===== src/rtl/fb_bram_arbiter_pkg.sv =====
// Shared definitions for the framebuffer BRAM arbiter: geometry defaults,
// scanout state encoding and RGB565 field positions.
package fb_bram_arbiter_pkg;

    localparam int HSIZE_DEF = 640;
    localparam int VSIZE_DEF = 480;
    localparam int AW_DEF    = 19;

    // RGB565 field positions inside a 16-bit pixel word
    localparam int RGB_R_MSB = 15;
    localparam int RGB_R_LSB = 11;
    localparam int RGB_G_MSB = 10;
    localparam int RGB_G_LSB = 5;
    localparam int RGB_B_MSB = 4;
    localparam int RGB_B_LSB = 0;

    typedef enum logic [2:0] {
        SYNC,
        VBLANK,
        LINE,
        HBLANK,
        DONE
    } scan_state_t;

endpackage


===== src/rtl/fb_scan_addrgen.sv =====
// Scanout address generator: frame/line state machine, per-line base address,
// pixel counter, line counter and the per-frame vertical flip latch.
module fb_scan_addrgen
    import fb_bram_arbiter_pkg::*;
#(
    parameter int HSIZE = HSIZE_DEF,
    parameter int VSIZE = VSIZE_DEF,
    parameter int AW    = AW_DEF
) (
    input  logic          i_clk,
    input  logic          i_rst_n,
    input  logic          i_vsync,
    input  logic          i_de,
    input  logic          i_reverse_sw,
    output logic          o_rd_en,
    output logic [AW-1:0] o_rd_addr,
    output logic          o_black
);

    localparam int HW = $clog2(HSIZE);
    localparam int LW = $clog2(VSIZE + 1);

    localparam logic [AW-1:0] STEP      = AW'(HSIZE);
    localparam logic [AW-1:0] FLIP_BASE = AW'((VSIZE - 1) * HSIZE);
    localparam logic [HW-1:0] HLAST     = HW'(HSIZE - 1);

    scan_state_t   r_state;
    scan_state_t   w_state_next;
    logic [AW-1:0] r_base;
    logic [HW-1:0] r_hcnt;
    logic          r_hovf;
    logic [LW-1:0] r_line_cnt;
    logic          r_flip;

    logic          w_line_ok;
    logic          w_entry;
    logic          w_in_line;
    logic          w_line_end;
    logic [HW-1:0] w_idx;

    // A DE cycle that opens a line is already a pixel cycle, so entry is
    // decoded combinationally rather than waiting for the LINE state.
    assign w_line_ok  = r_line_cnt < LW'(VSIZE);
    assign w_entry    = i_vsync && i_de &&
                        ((r_state == VBLANK) || ((r_state == HBLANK) && w_line_ok));
    assign w_in_line  = w_entry || (i_vsync && i_de && (r_state == LINE));
    assign w_line_end = i_vsync && !i_de && (r_state == LINE);
    assign w_idx      = w_entry ? '0 : r_hcnt;

    assign o_rd_en   = w_entry || (w_in_line && !r_hovf);
    assign o_rd_addr = r_base + AW'(w_idx);
    assign o_black   = i_de && !o_rd_en;

    // State register; reset parks in DONE so nothing is read before a Vsync
    always_ff @(posedge i_clk or negedge i_rst_n) begin
        if (!i_rst_n) begin
            r_state <= DONE;
        end else begin
            r_state <= w_state_next;
        end
    end

    // Next-state decode; Vsync low overrides every state
    always_comb begin
        w_state_next = r_state;
        if (!i_vsync) begin
            w_state_next = SYNC;
        end else begin
            case (r_state)
                SYNC:    w_state_next = VBLANK;
                VBLANK:  if (i_de) w_state_next = LINE;
                LINE:    if (!i_de) w_state_next = HBLANK;
                HBLANK:  if (i_de) w_state_next = w_line_ok ? LINE : DONE;
                DONE:    w_state_next = DONE;
                default: w_state_next = DONE;
            endcase
        end
    end

    // Frame setup during SYNC, pixel counting in lines, base stepping per line
    always_ff @(posedge i_clk or negedge i_rst_n) begin
        if (!i_rst_n) begin
            r_base     <= '0;
            r_hcnt     <= '0;
            r_hovf     <= 1'b0;
            r_line_cnt <= '0;
            r_flip     <= 1'b0;
        end else if (r_state == SYNC) begin
            r_flip     <= i_reverse_sw;
            r_base     <= i_reverse_sw ? FLIP_BASE : '0;
            r_line_cnt <= '0;
            r_hcnt     <= '0;
            r_hovf     <= 1'b0;
        end else begin
            if (w_entry) begin
                r_hcnt <= HW'(1);
                r_hovf <= 1'b0;
            end else if (w_in_line) begin
                // Saturate on the last pixel; the flag marks overlong cycles
                if (r_hcnt == HLAST) begin
                    r_hovf <= 1'b1;
                end else begin
                    r_hcnt <= r_hcnt + HW'(1);
                end
            end
            if (w_line_end) begin
                r_line_cnt <= r_line_cnt + LW'(1);
                // Hold base on the final line so it stays inside the frame
                if ((r_line_cnt + LW'(1)) < LW'(VSIZE)) begin
                    if (r_flip) begin
                        r_base <= r_base - STEP;
                    end else begin
                        r_base <= r_base + STEP;
                    end
                end
            end
        end
    end

endmodule


===== src/rtl/fb_bram_arbiter.sv =====
// Framebuffer BRAM arbiter: scanout owns the single BRAM port whenever DE is
// high, the host write channel owns it otherwise. Read data is turned into
// registered RGB565 pixels two cycles after the DE cycle that requested them.
module fb_bram_arbiter
    import fb_bram_arbiter_pkg::*;
#(
    parameter int HSIZE = HSIZE_DEF,
    parameter int VSIZE = VSIZE_DEF,
    parameter int AW    = AW_DEF
) (
    input  logic          CLK,
    input  logic          RESET_N,
    input  logic          Vsync,
    input  logic          DE,
    input  logic          Reverse_SW,
    output logic [AW-1:0] BRAMADDR,
    output logic          BRAMEN,
    output logic          BRAMWE,
    output logic [15:0]   BRAMWDATA,
    input  logic [15:0]   BRAMDATA,
    input  logic          WR_VALID,
    output logic          WR_READY,
    input  logic [AW-1:0] WR_ADDR,
    input  logic [15:0]   WR_DATA,
    output logic [4:0]    R,
    output logic [5:0]    G,
    output logic [4:0]    B,
    output logic          DE_OUT
);

    localparam logic [AW:0] FB_WORDS = (AW + 1)'(HSIZE * VSIZE);

    logic          w_rd_en;
    logic [AW-1:0] w_rd_addr;
    logic          w_black;
    logic          w_wr_accept;
    logic          w_wr_in_range;

    logic          r_de_d1;
    logic          r_blk_d1;
    logic          r_de_d2;
    logic [4:0]    r_red;
    logic [5:0]    r_green;
    logic [4:0]    r_blue;

    fb_scan_addrgen #(
        .HSIZE (HSIZE),
        .VSIZE (VSIZE),
        .AW    (AW)
    ) u_addrgen (
        .i_clk        (CLK),
        .i_rst_n      (RESET_N),
        .i_vsync      (Vsync),
        .i_de         (DE),
        .i_reverse_sw (Reverse_SW),
        .o_rd_en      (w_rd_en),
        .o_rd_addr    (w_rd_addr),
        .o_black      (w_black)
    );

    // Host is only granted outside active video; out-of-range writes are
    // still consumed but never reach the memory.
    assign WR_READY      = !DE;
    assign w_wr_accept   = WR_VALID && !DE;
    assign w_wr_in_range = {1'b0, WR_ADDR} < FB_WORDS;

    // Port mux; held at zero while reset is asserted
    always_comb begin
        BRAMEN    = 1'b0;
        BRAMWE    = 1'b0;
        BRAMADDR  = '0;
        BRAMWDATA = '0;
        if (RESET_N) begin
            if (DE) begin
                BRAMEN   = w_rd_en;
                BRAMADDR = w_rd_addr;
            end else if (w_wr_accept) begin
                BRAMEN    = w_wr_in_range;
                BRAMWE    = w_wr_in_range;
                BRAMADDR  = WR_ADDR;
                BRAMWDATA = WR_DATA;
            end
        end
    end

    // Two-stage pixel pipeline: stage 1 waits for BRAM latency, stage 2 splits RGB
    always_ff @(posedge CLK or negedge RESET_N) begin
        if (!RESET_N) begin
            r_de_d1  <= 1'b0;
            r_blk_d1 <= 1'b0;
            r_de_d2  <= 1'b0;
            r_red    <= '0;
            r_green  <= '0;
            r_blue   <= '0;
        end else begin
            r_de_d1  <= DE;
            r_blk_d1 <= w_black;
            r_de_d2  <= r_de_d1;
            if (r_de_d1 && !r_blk_d1) begin
                r_red   <= BRAMDATA[RGB_R_MSB:RGB_R_LSB];
                r_green <= BRAMDATA[RGB_G_MSB:RGB_G_LSB];
                r_blue  <= BRAMDATA[RGB_B_MSB:RGB_B_LSB];
            end else begin
                r_red   <= '0;
                r_green <= '0;
                r_blue  <= '0;
            end
        end
    end

    assign R      = r_red;
    assign G      = r_green;
    assign B      = r_blue;
    assign DE_OUT = r_de_d2;

endmodule


===== config.mk =====
export PLATFORM = sky130hd
export DESIGN_NAME = fb_bram_arbiter
export DESIGN_NICKNAME = d
export VERILOG_FILES = /design/src/rtl/fb_bram_arbiter_pkg.sv /design/src/rtl/fb_scan_addrgen.sv /design/src/rtl/fb_bram_arbiter.sv
export SDC_FILE = /design/constraint.sdc
export NUM_CORES = 1
export LEC_CHECK = 0
export ABC_AREA = 1
export ABC_CLOCK_PERIOD_IN_PS = 5600
export CORE_MARGIN = 2
export CORE_UTILIZATION = 52
export CTS_CLUSTER_DIAMETER = 120
export CTS_CLUSTER_SIZE = 30
export DETAILED_ROUTE_END_ITERATION = 6
export HOLD_SLACK_MARGIN = 0.1
export PLACE_DENSITY = 0.87
export RECOVER_POWER = 50
export SYNTH_ARGS = -nofsm -noshare
export SYNTH_HDL_FRONTEND = slang
export SYNTH_SLANG_ARGS = --single-unit

===== constraint.sdc =====
create_clock -name CLK -period 5.6 [get_ports CLK]
set_clock_uncertainty 0.15 [all_clocks]
set_input_delay 1.12 -clock CLK [delete_from_list [all_inputs] [get_ports CLK]]
set_output_delay 1.12 -clock CLK [all_outputs]
set_load 0.03 [all_outputs]

# ---- Word-level counts from Yosys, hierarchy flattened
# Cells that the tools add are included.
dict set report totals {
  register_bits 62
  latch_bits 0
  ram_bits 0
  romBits 0
  output_inout_bits 55
  mem_count 0
}
dict set report classes {
  addsub 5
  mul 0
  div_mod_pow 0
  n_lt_le_gt_ge 3
  n_eq_ne 8
  shifts 0
  muxes 36
  n_bitwise 0
  reduce_logical 26
}
# operator count
set ops {}
lappend ops {{$mux 19} 8}
lappend ops {{$mux 10} 5}
lappend ops {{$mux 16} 3}
lappend ops {{$add 19x10->19} 1}
lappend ops {{$add 19x10->19 const B} 1}
lappend ops {{$lt 19x19->1 const B} 1}
lappend ops {{$sub 19x10->19 const B} 1}
lappend ops {{$lt 9x9->1 const B} 2}
lappend ops {{$mux 9} 2}
lappend ops {{$mux 3} 5}
lappend ops {{$pmux 3 s4} 1}
lappend ops {{$add 10x1->10 const B} 1}
lappend ops {{$eq 10x10->1 const B} 1}
lappend ops {{$logic_and 1x1->1} 10}
lappend ops {{$mux 5} 2}
lappend ops {{$add 9x1->9 const B} 1}
lappend ops {{$mux 1} 9}
lappend ops {{$ne 3x3->1 const B} 3}
lappend ops {{$eq 3x2->1 const B} 2}
lappend ops {{$mux 6} 1}
lappend ops {{$reduce_and 2->1} 3}
lappend ops {{$reduce_bool 3->1} 2}
lappend ops {{$logic_not 1->1} 4}
lappend ops {{$reduce_bool 2->1} 2}
lappend ops {{other kinds (5)} 7}

# ---- Depth between registers and ports, before layout
# Gate-level depths: netlist of the first run.
dict set report logic_depth {
  ltp_word 9
  mapped_depth 18
  ltp_nobuf 18
}

# ---- Cells and area by module
# A second synthesis of the first run with hierarchy kept.
dict set report unflattened {
  cells_unflattened 581
  hier_area_um2 3978.8
}
# mod n_inst cells_each area_each_um2 seq_area_each_um2
set modules_own_cells {}
lappend modules_own_cells {fb_scan_addrgen 1 416 2835.2 902.1}
lappend modules_own_cells {fb_bram_arbiter 1 165 1143.6 475.5}

# ---- Worst setup path before layout of the first run
# No wires, ideal clock.
dict set report synth_timing {
  kind {input port to output port}
  from {input port Vsync}
  to {output port BRAMADDR[15]}
  t_arrival_ps 3015
  required_ps 4330
  setup_slack_ps 1315
  cell_stages 15
  path_cell_list {nand2_1 > inv_1 > nand2_4 > nand2_1 > inv_1 > ha_1 > nand2_1 > nand2_1 > nand2_1 > nand2_1 > nand2_1 > inv_1 > nand3_1 > nand2_1 > o21ai_0}
}
dict set report synth_between {
  elab_chain_cells 6
}
# item line
set synth_rtl {}
lappend synth_rtl {{from (decl)} fb_bram_arbiter.sv:13} ;# input logic Vsync,
lappend synth_rtl {{$logic_and 1x1->1 (2 in series)} fb_scan_addrgen.sv:44} ;# assign w_entry = i_vsync && i_de &&
lappend synth_rtl {{$mux 10} fb_scan_addrgen.sv:48} ;# assign w_idx = w_entry ? '0 : r_hcnt;
lappend synth_rtl {{$add 19x10->19} fb_scan_addrgen.sv:51} ;# assign o_rd_addr = r_base + AW'(w_idx);
lappend synth_rtl {{$mux 19} fb_bram_arbiter.sv:74} ;# if (DE) begin
lappend synth_rtl {{$mux 19} fb_bram_arbiter.sv:73} ;# if (RESET_N) begin
lappend synth_rtl {{to (decl)} fb_bram_arbiter.sv:16} ;# output logic [AW-1:0] BRAMADDR,
# Every way passes these cells.

# ---- Final worst setup path of the first run
# Ends and elaborated chain as after synthesis.

==> impl_results.md, run 1 <==
* Status: finished clean
* CTS clock-pin slew for the worst setup and hold paths at 0.11 ns
* Wl on met1 at 4480 microns
* Crit Reg-Reg Endpoint: u_addrgen.r_base[7]
* Adder-cell share of the synthesized area at 0.0550
* Vias per inst at 5.20
* Clock sink total at 55
* Core box area at 0.00714 sq mm
* Total grt overflow at 0
* Routed WL at 10,900 microns
* Num rows at 31
* CP max-delay cell: clkdlybuf4s50_1
* CP arrival at 4.07 ns
* Family with the most delay on the worst path: buffers and inverters
* Die Y-Extent at 89.2 microns
* Final setup viols at 0
* Post-CTS setup buffer count at 0
* Fin. max-slew vios at 0
* Synth Area in Simple Gates at 0.330
* Hold WS at 0.248 ns
* Setup slack, reg-to-reg at 2.85 ns
* CP Data Required Time at 4.33 ns
* Share of layout cells above drive strength 1 at 0.0463
* ANT nets after route at 0
* FFs w/ async S/R, synth at 1.00
* Nets at 741
* DR vias at 3,991
* Max FO, Critical Path at 10
* Crit path to: BRAMADDR[15]
* CTS tree: done
* CTS Buffer Depth at 2
* Pin slew with the least headroom to its limit at 1.02 ns
* DRC marker count from the first detailed-route iteration at 313
* Mux share of post-synthesis cell area at 0.00298
* Fin crit period at 5.34 ns
* RSZ-0062 raised after global routing: no
* Post-Synthesis Cells at 557
* Kind of critical path: input pin to output pin
* Pwr dens at 309 mW/mm^2
* Critical path, cell by cell: clkdlybuf4s50_1, nand2_1, inv_1, nand2_4, nand2_1, inv_1, ha_1, nand2_1, nand2_1, nand2_1, nand2_1, nand2_1, inv_1, nand3_1, nand2_1, o21ai_0, clkdlybuf4s50_1
* WL per Instance at 14.1 microns
* Syn_nets at 630
* Most frequent CP cell: nand2_1
* TritonRoute pass-1 iters at 5
* GPL Wtd Cong at 0.992
* Antenna Cells at 0
* Synth Area in Compound Gates at 0.119
* IO Count at 112
* Peak VDD IR at 0.157 mV
* Worst Hold Class: flip-flop to flip-flop
* Yosys top cell by area: dfrtp_1
* Post-Syn Area at 0.00377 sq mm
* # port buffers at 111
* Commonest register cell after synthesis: dfrtp_1
* Root buf cell: clkbuf_8
* Die area at 0.00796 sq mm
* R2R Path Start: u_addrgen.r_state[1]
* Commonest cells in the netlist: 148 x nand2_1, 103 x inv_1, 71 x nor2_1
* Largest net degree at the start of global routing at 62
* CP Buf/Inv Count at 5
* Post-CTS Hold Buffers at 0
* Die X at 89.2 microns
* Crit end category: output pin
* Initial antenna violation count at 0
* Number of max-cap violations at 0
* Most common cell in the netlist: nand2_1
* H-tree levels at 2
* Final Hold Fails at 0
* Post-synthesis xor/xnor area fraction at 0.00928
* Leakage at 2.59 nW
* Sequential area share after synthesis at 0.365
* Later-pin clock latency in the skew report at 0.32 ns
* Largest family of logic cells by synthesized area: simple AND/OR/NAND/NOR gates
* Sum of negative setup slack at 0 ns
* Syn Area/Cell at 6.78 sq um
* Top cell type's share of synthesized area at 0.358
* WL met2 at 5660 microns
* CP startpoint: Vsync
* Yosys cell types at 38
* Starting density of the core at 0.529
* Layout area overhead at 34.0%
* Max incr delay on CP at 0.71 ns
* Global-route wire length before repair at 17,200 microns
* Area contributors post-synth: dfrtp_1 36%, nand2_1 15%, inv_1 10%
* Setup crit start kind: input pin
* Ys Warns at 0
* Finished Layout Cells at 768
* WP depth at 17
* GRT Total Usage at 0.276
* Dpl hpwl at 8270 microns
* Period Utilization, post-route at 0.954
* Post-synth EDFFs at 0
* Slew margin rel. at 0.317
* Vias in the first global route at 3,739
* Placed cells at 760
* R2R depth at 7
* DR top layer: met4
* Drt drc at 0
* Num CTS Buffers at 5
* Yosys reg bits at 55
* Fmax achieved at 187 MHz
* Met3 wire length at 505 microns
[report_power, final]
part           switching (mW)  total (mW)  internal (mW)
Combinational           0.475       0.772          0.297
Clock                   0.150       0.246         0.0955
Sequential             0.0879       0.543          0.456
[metal layers]
metal,track usage,up-vias
met1,0.360,1864
met3,0.0452,22
li1,-,1972
met4,0.0868,0
met2,0.471,133
met5,0,-
[kinds of logic after synthesis]
| family | Yosys count |
|---|---|
| adders and majority gates | 16 |
| muxes | 1 |
| buffers and inverters | 114 |
| DFF | 55 |
| AOI/OAI and AO/OA | 78 |
| and+or+nand+nor | 289 |
| xor gates and xnor gates | 4 |
[stage by stage]
stage / total power [mW] / cell area [sq um] / setup WS (ns) / utilization
4_1_cts: 1.56 / 5070 / 0.191 / 0.710
6_report: 1.56 / 5060 / 0.260 / 0.709
3_3_place_gp: 1.27 / 4970 / 0.354 / 0.696
2_1_floorplan: 1.07 / 3770 / 1.31 / -
5_1_grt: 1.67 / 5060 / 0.0201 / 0.709
3_5_place_dp: 1.31 / 4970 / 0.301 / 0.696
[cells in the final DEF, fill, tap and decap left out, types with 4 or more instances in the layout]
master           instances
nand2_1                149
a21oi_1                 17
nand4_1                 13
clkdlybuf4s50_1         92
o22ai_1                  5
nor2_1                  72
dfrtp_1                 54
clkbuf_8                 5
ha_1                    15
inv_1                  104
o21ai_2                  4
dlygate4sd3_1           16
nand3_1                 37
o21ai_0                 41
[worst min-delay path by stage]
stage,from,end,cells after the start
after global placement,r_de_d1,DE_OUT,0
final,r_de_d1,DE_OUT,0
after floorplan,r_de_d1,DE_OUT,0
after detailed placement,r_de_d1,DE_OUT,0
after CTS,r_de_d1,DE_OUT,0
after global routing,r_de_d1,DE_OUT,0
[sequential cells by signal, summed over array words and instances (netlist names)]
name and flops:
u_addrgen.r_base 12, u_addrgen.r_hcnt 10, u_addrgen.r_line_cnt 9, G 6, B 5, R 5
u_addrgen.r_state 3, DE_OUT 1, r_blk_d1 1, r_de_d1 1, u_addrgen.r_flip 1, u_addrgen.r_hovf 1
[area by class of cell]
class                           instances  area, sq um
Timing Repair Buffer                  114         1130
Multi-Input combinational cell        388         1940
Inverter                              104          390
Clock buffer                            5         68.8
Clock inverter                          3         31.3
Tap cell                               99          124
Fill cell                             637         2080
Sequential cell                        55         1380
[what timing repair did]
action,4_1_cts,5_1_grt
hold endpoints to repair,0,0
endpoints found under the setup margin,0,2
gates resized for setup,0,2
Note: power is estimated with default switching activity, not from simulation.
==> run 2: changes to the inputs <==
--- a/config.mk
+++ b/config.mk
@@ -7,12 +7,14 @@
 export LEC_CHECK = 0
 export ABC_AREA = 1
 export ABC_CLOCK_PERIOD_IN_PS = 5600
+export CAP_MARGIN = 20
 export CORE_MARGIN = 2
 export CORE_UTILIZATION = 52
 export CTS_CLUSTER_DIAMETER = 120
 export CTS_CLUSTER_SIZE = 30
 export DETAILED_ROUTE_END_ITERATION = 6
 export HOLD_SLACK_MARGIN = 0.1
+export MAX_ROUTING_LAYER = met4
 export PLACE_DENSITY = 0.87
 export RECOVER_POWER = 50
 export SYNTH_ARGS = -nofsm -noshare
==> run 2 against run 1 <==
Net effect:
- register-to-register slack improved by 0.34 ns
- global-route usage rose by 0.30 points
- die area unchanged
- via count is 0.40% higher
- non-clock buffer count increased by 1
- cell area about the same
- utilization increased by 0.070 points
- total power shrank 0.69%
- setup slack improved by 0.031 ns
- flip-flop and latch count unchanged
- combinational power decreased by 0.8%
- cell count is 0.13% higher
==> impl_results.md, run 2 (same netlist as run 1, synthesis figures left out) <==
* Status: finished clean (unchanged)
* CP arrival at 4.04 ns (was 4.07 ns)
* Pwr dens at 306 mW/mm^2 (was 309 mW/mm^2)
* Post-CTS Hold Buffers at 0 (unchanged)
* Crit end category: output pin (unchanged)
* Share of layout cells above drive strength 1 at 0.0463 (about the same)
* Crit path to: BRAMADDR[16] (was BRAMADDR[15])
* Root buf cell: clkbuf_8 (unchanged)
* Sum of negative setup slack at 0 ns (unchanged)
* Later-pin clock latency in the skew report at 0.32 ns (about the same)
* Commonest non-fill, non-tap cell in the layout: nand2_1 (unchanged)
* Critical path, cell by cell: clkdlybuf4s50_1, nand2_1, inv_1, nand2_4, nand2_1, inv_1, ha_1, nand2_1, nand2_1, nand2_1, nand2_1, nand2_1, inv_1, nand3_1, nor2_1, nor2_1, nand2_1, o21ai_0, clkdlybuf4s50_1 (was clkdlybuf4s50_1, nand2_1, inv_1, nand2_4, nand2_1, inv_1, ha_1, nand2_1, nand2_1, nand2_1, nand2_1, nand2_1, inv_1, nand3_1, nand2_1, o21ai_0, clkdlybuf4s50_1)
* Kind of critical path: input pin to output pin (unchanged)
* Sw Share at 0.453 (was 0.457)
* Clock power frac at 0.159 (was 0.157)
* Hold path cells at 0 (unchanged)
* Fin. max-slew vios at 0 (unchanged)
* Most frequent cells in the layout: 149 x nand2_1, 104 x inv_1, 93 x clkdlybuf4s50_1 (was 149 x nand2_1, 104 x inv_1, 92 x clkdlybuf4s50_1)
* Fill count at 637 (unchanged)
* Vias per inst at 5.21 (was 5.20)
* Drt drc at 0 (unchanged)
* CP Data Required Time at 4.33 ns (about the same)
* Gate power share at 0.494 (was 0.495)
* GR Util met1 at 0.376 (was 0.360)
* Sequential Power Share at 0.347 (was 0.348)
* Routed WL at 10,600 microns (was 10,900 microns)
* Max incr delay on CP at 0.59 ns (was 0.71 ns)
* Period Utilization, post-route at 0.948 (was 0.954)
* Slew margin rel. at 0.504 (was 0.317)
* Pin slew with the least headroom to its limit at 0.744 ns (was 1.02 ns)
* Nets at 742 (was 741)
* Final setup viols at 0 (unchanged)
* Net Sw Power at 0.702 mW (was 0.714 mW)
* Core box area at 0.00714 sq mm (unchanged)
* Worst Hold Class: flip-flop to flip-flop (unchanged)
* Register Area at 0.00138 sq mm (unchanged)
* Setup slack, reg-to-reg at 3.19 ns (was 2.85 ns)
* Layout area overhead at 34.1% (was 34.0%)
* GPL Wtd Cong at 0.975 (was 0.992)
* CP startpoint: Vsync (unchanged)
* DR vias at 4,007 (was 3,991)
* H-tree levels at 2 (unchanged)
* Largest register FFs at 12 (unchanged)
* Largest regs: u_addrgen.r_base: 12 flops, u_addrgen.r_hcnt: 10 flops, u_addrgen.r_line_cnt: 9 flops (unchanged)
* Most Crowded Layer GR: met2 (unchanged)
* DRC marker count from the first detailed-route iteration at 349 (was 313)
* Die area at 0.00796 sq mm (unchanged)
* CTS tree: done (unchanged)
* Die Y-Extent at 89.2 microns (unchanged)
* Starting density of the core at 0.529 (unchanged)
* GRT Total Usage at 0.279 (was 0.276)
* Peak VDD IR at 0.161 mV (was 0.157 mV)
* Leakage at 2.58 nW (was 2.59 nW)
* Crit Reg-Reg Endpoint: u_addrgen.r_base[14] (was u_addrgen.r_base[7])
* TritonRoute pass-1 iters at 5 (unchanged)
* CTS clock-pin slew for the worst setup and hold paths at 0.11 ns (about the same)
* Die X at 89.2 microns (unchanged)
* WL per Instance at 13.8 microns (was 14.1 microns)
* Antenna Cells at 0 (unchanged)
* Worst setup margin at 0.291 ns (was 0.260 ns)
* Max FO, Critical Path at 10 (unchanged)
* CTS Buffer Depth at 2 (unchanged)
* Met2 Usage GRT at 0.461 (was 0.471)
* Clock sink total at 55 (unchanged)
* Initial antenna violation count at 0 (unchanged)
* Top reg by flops: u_addrgen.r_base (unchanged)
* GR Util met3 at 0.0351 (was 0.0452)
* Post-CTS setup buffer count at 0 (unchanged)
* IO Count at 112 (unchanged)
* Post-cts resize count at 0 (unchanged)
* Num CTS Buffers at 5 (unchanged)
* Number of max-cap violations at 0 (unchanged)
* R2R depth at 9 (was 7)
* CP max-delay cell: clkdlybuf4s50_1 (unchanged)
* RSZ-0062 raised after global routing: no (unchanged)
* Global-route wire length before repair at 17,000 microns (was 17,200 microns)
* Final Hold Fails at 0 (unchanged)
* Pre-CTS setup slack at 0.220 ns (was 0.301 ns)
* Dpl hpwl at 8330 microns (was 8270 microns)
* R2R Path Start: u_addrgen.r_flip (was u_addrgen.r_state[1])
* Largest net degree at the start of global routing at 61 (was 62)
* Vias in the first global route at 3,664 (was 3,739)
* Multi-input logic area at 0.00194 sq mm (unchanged)
* ANT nets after route at 0 (unchanged)
* Total grt overflow at 0 (unchanged)
* Setup crit start kind: input pin (unchanged)
* Num rows at 31 (unchanged)
* P_int at 0.848 mW (about the same)
* Fin crit period at 5.31 ns (was 5.34 ns)
* # port buffers at 111 (unchanged)
* Fmax achieved at 188 MHz (was 187 MHz)
* Most frequent CP cell: nand2_1 (unchanged)
[run 2: changes by cell type in the layout (fill, tap and decap cells not counted), sizes merged]
cell	delta
clkdlybuf4s50	+1
dlymetal6s2s	-1
buf	+1
[run 2: worst max-delay path: cells and delay by family]
family / cells / cell delay, ns
adders and majority gates: 1 / 0.29
and+or+nand+nor: 12 / 1.20
buffers and inverters: 5 / 1.36
AOI/OAI and AO/OA: 1 / 0.07
[run 2: power groups by stage]
| stage | registers (mW) | clock network (mW) | logic [mW] |
|---|---|---|---|
| 6_report | 0.538 | 0.247 | 0.766 |
| 5_1_grt | 0.547 | 0.266 | 0.868 |
| 4_1_cts | 0.535 | 0.248 | 0.763 |
| 3_5_place_dp | 0.544 | 0 | 0.757 |
| 3_3_place_gp | 0.540 | 0 | 0.738 |
| 2_1_floorplan | 0.530 | 0 | 0.537 |
[run 2: area by class of cell]
| class | count | share of cell area |
|---|---|---|
| sequential | 55 | 0.272 |
| tap | 99 | 0.0245 |
| inverter | 104 | 0.0771 |
| multi-input combinational | 388 | 0.383 |
| clock inverter | 3 | 0.00618 |
| clock buffer | 5 | 0.0136 |
| timing repair buffer | 115 | 0.224 |
[run 2: per-layer routing]
layer  vias to the layer above  part of all wire
met1                      1861              0.42
met4                         0             0.014
met2                       152              0.51
met3                        18             0.051
li1                       1976                 -
met5                         -                 0
[run 2: worst min-delay path by stage]
stage / startpoint / to
4_1_cts: r_de_d1 / DE_OUT
3_5_place_dp: r_de_d1 / DE_OUT
3_3_place_gp: r_de_d1 / DE_OUT
5_1_grt: r_de_d1 / DE_OUT
6_report: r_de_d1 / DE_OUT
2_1_floorplan: r_de_d1 / DE_OUT
[run 2: through the flow]
stage          total power, mW  std cells  instance area (sq um)  hold WS, ns   util
3_3_place_gp              1.28        761                   4980        0.230  0.697
3_5_place_dp              1.30        761                   4980        0.248  0.697
5_1_grt                   1.68        769                   5060        0.283  0.710
6_report                  1.55        769                   5060        0.268  0.710
4_1_cts                   1.55        769                   5080        0.272  0.711
2_1_floorplan             1.07        557                   3770        0.204      -
==> run 3: changes to the inputs <==
--- a/config.mk
+++ b/config.mk
@@ -9,13 +9,14 @@
 export ABC_CLOCK_PERIOD_IN_PS = 5600
 export CAP_MARGIN = 20
 export CORE_MARGIN = 2
-export CORE_UTILIZATION = 52
-export CTS_CLUSTER_DIAMETER = 120
+export CORE_UTILIZATION = 53
+export CTS_BUF_LIST = sky130_fd_sc_hd__clkbuf_4 sky130_fd_sc_hd__clkbuf_8
+export CTS_CLUSTER_DIAMETER = 150
 export CTS_CLUSTER_SIZE = 30
 export DETAILED_ROUTE_END_ITERATION = 6
 export HOLD_SLACK_MARGIN = 0.1
 export MAX_ROUTING_LAYER = met4
-export PLACE_DENSITY = 0.87
+export PLACE_DENSITY = 0.88
 export RECOVER_POWER = 50
 export SYNTH_ARGS = -nofsm -noshare
 export SYNTH_HDL_FRONTEND = slang
==> run 3 against run 2 <==
Net effect:
- via count shrank 0.80%
- hold slack got worse by 0.016 ns
- utilization grew 2.9 points
- total power is 0.71% lower
- highest routed layer unchanged
- largest cell class unchanged
- clock power hardly changed
- register-to-register slack worse by 0.54 ns
- sequential power rose by 0.7%
- die area shrank 1.8%
- non-clock buffer count decreased by 1
- combinational power down 2%
- cell count shrank 0.52%
==> impl_results.md, run 3 (same netlist as run 1, synthesis figures left out) <==
* Placed cell area at 0.00496 sq mm (was 0.00498 sq mm)
* Largest regs: u_addrgen.r_base: 12 flops, u_addrgen.r_hcnt: 10 flops, u_addrgen.r_line_cnt: 9 flops (unchanged)
* R2R Path Start: u_addrgen.r_state[2] (was u_addrgen.r_flip)
* Hold path cells at 0 (unchanged)
* Fin. max-slew vios at 0 (unchanged)
* IO Count at 112 (unchanged)
* Nets at 741 (was 742)
* Top reg by flops: u_addrgen.r_base (unchanged)
* Critical path, cell by cell: dlygate4sd3_1, nand2_1, inv_1, nand2_4, nand2_1, inv_1, ha_1, nand2_1, nand2_1, nand2_1, nand2_1, nand2_1, inv_1, nand3_1, nand2_1, o21ai_0, clkdlybuf4s50_1 (was clkdlybuf4s50_1, nand2_1, inv_1, nand2_4, nand2_1, inv_1, ha_1, nand2_1, nand2_1, nand2_1, nand2_1, nand2_1, inv_1, nand3_1, nor2_1, nor2_1, nand2_1, o21ai_0, clkdlybuf4s50_1)
* Pin slew with the least headroom to its limit at 1.20 ns (was 0.744 ns)
* Root buf cell: clkbuf_8 (unchanged)
* CTS tree: done (unchanged)
* Drt drc at 0 (unchanged)
* R2R depth at 7 (was 9)
* ANT nets after route at 0 (unchanged)
* Finished Layout Cells at 765 (was 769)
* CP Data Required Time at 4.33 ns (about the same)
* CTS clock-pin slew for the worst setup and hold paths at 0.12 ns (was 0.11 ns)
* WL per Instance at 13.3 microns (was 13.8 microns)
* Worst Hold Class: flip-flop to flip-flop (unchanged)
* Fin crit period at 5.29 ns (was 5.31 ns)
* Num rows at 30 (was 31)
* CP max-delay cell: clkdlybuf4s50_1 (unchanged)
* Setup crit start kind: input pin (unchanged)
* Number of max-cap violations at 0 (unchanged)
* Max incr delay on CP at 0.71 ns (was 0.59 ns)
* Vias in the first global route at 3,849 (was 3,664)
* Pwr dens at 305 mW/mm^2 (was 306 mW/mm^2)
* Hold Crit Start: r_de_d1 (unchanged)
* Crit end category: output pin (unchanged)
* # port buffers at 111 (unchanged)
* Final Hold Fails at 0 (unchanged)
* Starting density of the core at 0.553 (was 0.529)
* Initial antenna violation count at 0 (unchanged)
* Fin util at 0.739 (was 0.710)
* Die Y-Extent at 88.4 microns (was 89.2 microns)
* GR Util met3 at 0.0401 (was 0.0351)
* Post-cts resize count at 0 (unchanged)
* Vias per inst at 5.20 (was 5.21)
* Total grt overflow at 0 (unchanged)
* Commonest non-fill, non-tap cell in the layout: nand2_1 (unchanged)
* Later-pin clock latency in the skew report at 0.32 ns (about the same)
* Max FO, Critical Path at 10 (unchanged)
* Antenna Cells at 0 (unchanged)
* Met2 Usage GRT at 0.472 (was 0.461)
* DRC marker count from the first detailed-route iteration at 308 (was 349)
* Clock sink total at 55 (unchanged)
* H-tree levels at 2 (unchanged)
* Most Crowded Layer GR: met2 (unchanged)
* Status: finished clean (unchanged)
* GR Util met1 at 0.354 (was 0.376)
* Slew margin rel. at 0.200 (was 0.504)
* Peak VDD IR at 0.165 mV (was 0.161 mV)
* CTS Buffer Depth at 2 (unchanged)
* Post-CTS setup buffer count at 0 (unchanged)
* Worst setup margin at 0.314 ns (was 0.291 ns)
* GPL Wtd Cong at 0.967 (was 0.975)
* Largest register FFs at 12 (unchanged)
* Leakage at 2.58 nW (about the same)
* CP arrival at 4.02 ns (was 4.04 ns)
* Most frequent CP cell: nand2_1 (unchanged)
* Die X at 88.4 microns (was 89.2 microns)
* Fmax achieved at 189 MHz (was 188 MHz)
* Layout area overhead at 33.7% (was 34.1%)
* CP startpoint: DE (was Vsync)
* Kind of critical path: input pin to output pin (unchanged)
* GRT Total Usage at 0.278 (was 0.279)
* Die area at 0.00781 sq mm (was 0.00796 sq mm)
* Largest net degree at the start of global routing at 54 (was 61)
* Num CTS Buffers at 5 (unchanged)
* Final Cell Area at 0.00505 sq mm (was 0.00506 sq mm)
* Overall Power at 1.54 mW (was 1.55 mW)
* Final setup viols at 0 (unchanged)
* Post-CTS Hold Buffers at 0 (unchanged)
* Pre-CTS setup slack at 0.252 ns (was 0.220 ns)
* RSZ-0062 raised after global routing: no (unchanged)
* Placed cells at 757 (was 761)
* Hold WS at 0.252 ns (was 0.268 ns)
* Dpl hpwl at 7980 microns (was 8330 microns)
* Core box area at 0.00683 sq mm (was 0.00714 sq mm)
* TritonRoute pass-1 iters at 5 (unchanged)
* Period Utilization, post-route at 0.944 (was 0.948)
* Most frequent cells in the layout: 149 x nand2_1, 104 x inv_1, 91 x clkdlybuf4s50_1 (was 149 x nand2_1, 104 x inv_1, 93 x clkdlybuf4s50_1)
* Share of layout cells above drive strength 1 at 0.0448 (was 0.0463)
* DR vias at 3,975 (was 4,007)
* Sum of negative setup slack at 0 ns (unchanged)
* Global-route wire length before repair at 16,800 microns (was 17,000 microns)
* Routed WL at 10,200 microns (was 10,600 microns)
## run 3: cell types whose count changed in the layout (fill, tap and decap cells not counted), sizes merged
cell / delta
buf: -1
clkinv: +1
clkdlybuf4s50: -2
inv: -1
dlygate4sd3: +1
dlymetal6s2s: +1
## run 3: where the power goes
group          leakage (nW)  switching (mW)  internal [mW]
Sequential            0.726          0.0867          0.456
Combinational          1.81           0.460          0.294
Clock                0.0515           0.149         0.0946
## run 3: final cells by class
class | count | area [sq um]
Inverter | 104 | 390
Clock inverter | 3 | 33.8
Timing Repair Buffer | 114 | 1130
Sequential cell | 55 | 1380
Tap cell | 96 | 120
Multi-Input combinational cell | 388 | 1930
Clock buffer | 5 | 68.8
Fill cell | 550 | 1790
## run 3: per-layer routing
layer	vias up	part of all wire
li1	1974	-
met1	1871	0.43
met2	116	0.52
met3	14	0.043
met4	0	0.011
met5	-	0
## run 3: critical path, delay by kind of cell
kind | cells | cell delay (ns)
buf+inv | 5 | 1.50
simple gates | 10 | 0.95
fa+ha+maj | 1 | 0.29
compound gates | 1 | 0.17
## run 3: path summary, 6_finish.rpt
path	slack, ns	end
hold reg to reg	0.25	DE_OUT
setup / recovery	0.31	BRAMADDR[15]
min in group asynchronous	0.61	u_addrgen.r_hcnt[0]
hold / removal	0.25	DE_OUT
setup reg to reg	2.65	u_addrgen.r_hcnt[3]
max in group asynchronous	3.62	u_addrgen.r_hcnt[9]
